<file path="config.mk">
export PLATFORM = sky130hd
export DESIGN_NAME = ysyx_22040088_ifu
export DESIGN_NICKNAME = d
export VERILOG_FILES = /design/src/rtl/ysyx_22040088_ifu.sv
export SDC_FILE = /design/constraint.sdc
export NUM_CORES = 1
export LEC_CHECK = 0
export ABC_CLOCK_PERIOD_IN_PS = 3000
export BUFFER_PORTS_ARGS = -buffer_cell sky130_fd_sc_hd__buf_2
export CAP_MARGIN = 40
export CELL_PAD_IN_SITES_DETAIL_PLACEMENT = 0
export CELL_PAD_IN_SITES_GLOBAL_PLACEMENT = 1
export CORE_UTILIZATION = 32
export DETAILED_ROUTE_END_ITERATION = 6
export GPL_TIMING_DRIVEN = 0
export PLACE_DENSITY = 0.92
export SYNTH_ARGS = -nofsm -noshare
export SYNTH_HDL_FRONTEND = slang
export SYNTH_SLANG_ARGS = --single-unit
</file>
<file path="constraint.sdc">
create_clock -name clk -period 3 [get_ports clk]
set_input_delay 0.15 -clock clk [delete_from_list [all_inputs] [get_ports clk]]
set_output_delay 0.15 -clock clk [all_outputs]
set_load 0.05 [all_outputs]
</file>
<file path="src/rtl/ysyx_22040088_ifu.sv">
// Instruction fetch unit: owns the PC, issues one fetch at a time over a valid/ready
// request port, holds the returned instruction for decode and computes the next PC on commit.
module ysyx_22040088_ifu #(
  parameter int              XLEN     = 64,
  parameter logic [XLEN-1:0] RESET_PC = XLEN'(64'h8000_0000)
) (
  input  logic            clk,
  input  logic            rst_n,
  output logic            imem_req_valid,
  input  logic            imem_req_ready,
  output logic [XLEN-1:0] imem_addr,
  input  logic            imem_resp_valid,
  input  logic [31:0]     imem_resp_data,
  input  logic            imem_resp_err,
  output logic            inst_valid,
  output logic [31:0]     inst,
  output logic [XLEN-1:0] pc,
  output logic [6:0]      opcode,
  output logic [2:0]      funct3,
  input  logic            inst_ready,
  input  logic [2:0]      sel_nextpc,
  input  logic [XLEN-1:0] jal_target,
  input  logic [XLEN-1:0] jalr_target,
  output logic            fetch_err,
  output logic            nextpc_err,
  output logic            misalign
);

  localparam logic [31:0] NOP = 32'h0000_0013;

  typedef enum logic [1:0] {
    S_RST,
    S_REQ,
    S_WAIT,
    S_HOLD
  } state_t;

  state_t          state, state_next;
  logic            resp_take;
  logic            commit;
  logic [XLEN-1:0] pc_next;

  // NOTE: sequential state uses non-blocking assignments so every register samples
  // pre-edge values regardless of block ordering.
  always_ff @(posedge clk) begin
    if (!rst_n) state <= S_RST;
    else        state <= state_next;
  end

  // NOTE: every output of this block is given a default first, so no path leaves a
  // value unassigned and no latch is inferred.
  always_comb begin
    state_next     = state;
    imem_req_valid = 1'b0;
    inst_valid     = 1'b0;
    resp_take      = 1'b0;
    commit         = 1'b0;
    unique case (state)
      S_RST:  state_next = S_REQ;
      S_REQ: begin
        imem_req_valid = 1'b1;
        if (imem_req_ready) state_next = S_WAIT;
      end
      S_WAIT: begin
        if (imem_resp_valid) begin
          resp_take  = 1'b1;
          state_next = S_HOLD;
        end
      end
      S_HOLD: begin
        inst_valid = 1'b1;
        if (inst_ready) begin
          commit     = 1'b1;
          state_next = S_REQ;
        end
      end
      default: state_next = S_RST;
    endcase
  end

  // Priority jalr > jal > sequential; a zero select still falls through to pc+4.
  always_comb begin
    pc_next = pc + XLEN'(4);
    if (sel_nextpc[2])      pc_next = {jalr_target[XLEN-1:1], 1'b0};
    else if (sel_nextpc[1]) pc_next = jal_target;
  end

  always_ff @(posedge clk) begin
    if (!rst_n) begin
      pc         <= RESET_PC;
      inst       <= '0;
      fetch_err  <= 1'b0;
      nextpc_err <= 1'b0;
      misalign   <= 1'b0;
    end else begin
      nextpc_err <= 1'b0;
      misalign   <= 1'b0;
      if (resp_take) begin
        inst      <= imem_resp_err ? NOP : imem_resp_data;
        fetch_err <= imem_resp_err;
      end
      if (commit) begin
        pc         <= pc_next;
        nextpc_err <= !$onehot(sel_nextpc);
        misalign   <= |pc_next[1:0];
      end
    end
  end

  assign imem_addr = pc;
  assign opcode    = inst[6:0];
  assign funct3    = inst[14:12];

endmodule

</file>
==> impl_metrics.tcl <==
set metrics [dict create \
    post_cts_buffers 0 \
    ff2ff_setup_slack_ns 0.13 \
    min_period_over_period 0.9579 \
    cts-hold-fix-buffers 0 \
    reg2reg_from "imem_addr[3]$_SDFFE_PN0P_" \
    area_growth_pct 34.09 \
    synth_cells 958 \
    grtUsageTotal 0.2960 \
    die_w_um 150.6 \
    wl_mm 34.53 \
    postRouteAntennaNets 0 \
    gr-total-overflow 0 \
    worst_ir_drop_vdd_uv 320.0 \
    ios 344 \
    layout_common_cells "buf_2, dfxtp_1, a21oi_1" \
    place_hpwl_mm 26.37 \
    cts.path.max_buffers 2 \
    worstPathMaxFanout 10 \
    endpoint "imem_addr[52]$_SDFFE_PN0P_" \
    p_clk_frac 0.262 \
    worst_slew_pin_slew_ns 0.9656 \
    max_freq_mhz 348.0 \
    rsz0062_at_grt "false" \
    p_leak_uw 0.004329 \
    switching_share 0.4527 \
    end_kind "register" \
    antenna_found_initial 3 \
    die_area_um2 22680 \
    timing.slew.headroom 0.3563 \
    synth-seq-area-share 0.2862 \
    synth.distinct_cells 69 \
    place_congestion 0.9590 \
    period_needed_ns 2.874 \
    cp.required_ns 3.30 \
    hold_slack_ns 0.03844 \
    crit_type "reg2reg" \
    finalClockSkew_ns 0.01262 \
    cts_tree "built" \
    avgSynthCellArea_um2 7.375 \
    status "finished, final reports clean" \
    dp.cells 1579 \
    rr_endpoint "imem_addr[52]$_SDFFE_PN0P_" \
    p_int_uw 2579 \
    p_comb_frac 0.391 \
    grt_pass1_wl_mm 49.78 \
    arrival_ns 3.17 \
    async_flop_share 0 \
    setup_viol 0 \
    start_util 0.3309 \
    synth_area_um2 7066 \
    fin_util 0.4437 \
    first_global_vias 8564 \
    portBuffers 341 \
    drt_iter0_markers 857 \
    clkLatencyLatePin_ns 0.37 \
    start_kind "register" \
    hold_viol_final 0 \
    final_common_cell "buf_2" \
    drv_slew 0 \
    tns_ns 0 \
    grt_max_degree 21 \
    die_h_um 150.6 \
    pwr-share-seq 0.347 \
    drt_first_pass_iters 5 \
    reg2reg_depth 7 \
    drive_gt1_frac 0.3447 \
    cts_buffers 9 \
    syn-num-nets 1133 \
    synth_seq_cells 101 \
    p_per_area_nw_per_um2 497.3 \
    clk_pin_slew_worst_paths_ns 0.08 \
    maxCapViolations 0 \
    dr_total_vias 9164 \
    nNetsFinal 1490 \
    critPathLaunch "imem_addr[3]$_SDFFE_PN0P_" \
    cts.sinks 101 \
    ys_warn_count 0 \
    rows 53 \
    cts.htree.levels 3 \
    root_buffer "clkbuf_16" \
    vias_per_cell 5.731 \
    drc 0 \
    synth_ff_type "dfxtp_1" \
    wl_per_cell_um 21.60 \
    power.switching_uw 2133 \
    synth-edff-count 0 \
    core-area_um2 21350 \
    min_path_type "in2reg" \
    stdcell_count 1599 \
]
per-layer routing:
| layer | vias to the layer above | wire [um] | global-route usage |
|---|---|---|---|
| li1 | 4242 | - | - |
| met1 | 4186 | 13220 | 0.3585 |
| met2 | 648 | 16070 | 0.4963 |
| met3 | 86 | 4007 | 0.07000 |
| met4 | 2 | 1226 | 0.1305 |
| met5 | - | 8 | 0 |
power by group through the flow:
stage               combinational (uW)  sequential [uW]  clock, uW
floorplan                          964             1940          0
detailed placement                1830             1660          0
finish                            1840             1630       1240
global placement                  1820             1650          0
global route                      1950             1650       1290
CTS                               1830             1630       1250
what timing repair did:
action,in CTS,in global routing
endpoints found under the hold margin,0,0
endpoints found under the setup margin,1,3
gates resized for setup,1,1
kinds of logic after synthesis:
logic type,share of synthesized area
compound gates,0.2612
xor+xnor,0.01116
fa+ha+maj,0.01169
buf+inv,0.1271
flops,0.2862
mux,0.02284
simple gates,0.2798
through the flow:
step	worst slack [ns]	total power, uW	area, um^2
floorplan	0.002409	2901	7067
global placement	-0.3534	3471	9117
detailed placement	-0.1238	3489	9151
CTS	0.1388	4710	9458
global route	0.002044	4888	9467
finish	0.1264	4711	9474
synth_stat cells (7+ instances only):
cell | number | area [um^2]
dfxtp_1 | 101 | 2022
a21oi_1 | 99 | 495.5
nand2_1 | 84 | 315.3
buf_4 | 75 | 563.0
nor2_1 | 73 | 274.0
clkbuf_1 | 63 | 236.5
o21ai_0 | 43 | 215.2
nand4_1 | 39 | 244.0
nand3_1 | 37 | 185.2
nor3_1 | 29 | 145.1
nor3b_1 | 29 | 217.7
o22ai_1 | 25 | 156.4
o211ai_1 | 22 | 165.2
a31oi_1 | 19 | 118.9
inv_1 | 17 | 63.81
mux2i_1 | 15 | 150.1
nor4_1 | 14 | 87.58
a22oi_1 | 12 | 90.09
and3_1 | 11 | 68.82
or4_1 | 10 | 75.07
and2_1 | 9 | 56.30
buf_1 | 8 | 30.03
a211oi_1 | 7 | 52.55
and4_1 | 7 | 61.31
nand2b_1 | 7 | 43.79
o31ai_1 | 7 | 52.55
worst max-delay path: stages (launching register included):
cell and delay [ns]:
dfxtp_1 0.43, ha_1 0.24, nand3_2 0.20, or4_1 0.52, buf_2 0.20, or4_4 0.57, or4_1 0.48, a31oi_1 0.16
registers in the layout, summed over array words and instances, names as in the netlist:
signal,flops
misalign,1
fetch_err,1
inst,32
state,2
nextpc_err,1
imem_addr,64
final cells by class:
class	instances	area, um^2
Multi-Input combinational cell	693	4167
Antenna cell	4	10.01
Buffer	147	834.6
Clock buffer	9	225.2
Fill cell	2280	11880
Timing Repair Buffer	346	1734
Inverter	17	63.81
Clock inverter	7	72.57
Sequential cell	101	2023
Tap cell	275	344.1
worst min-delay path by stage:
stage,start,cells past startpoint,to
2_1_floorplan,jalr_target[20],2,imem_addr[20]$_SDFFE_PN0P_
3_3_place_gp,imem_resp_data[1],3,inst[1]$_SDFFE_PN0P_
3_5_place_dp,jalr_target[11],3,imem_addr[11]$_SDFFE_PN0P_
4_1_cts,imem_resp_data[0],3,inst[0]$_SDFFE_PN0P_
5_1_grt,jalr_target[11],3,imem_addr[11]$_SDFFE_PN0P_
6_report,imem_resp_data[0],3,inst[0]$_SDFFE_PN0P_
Power figures use the tool's default switching activity.
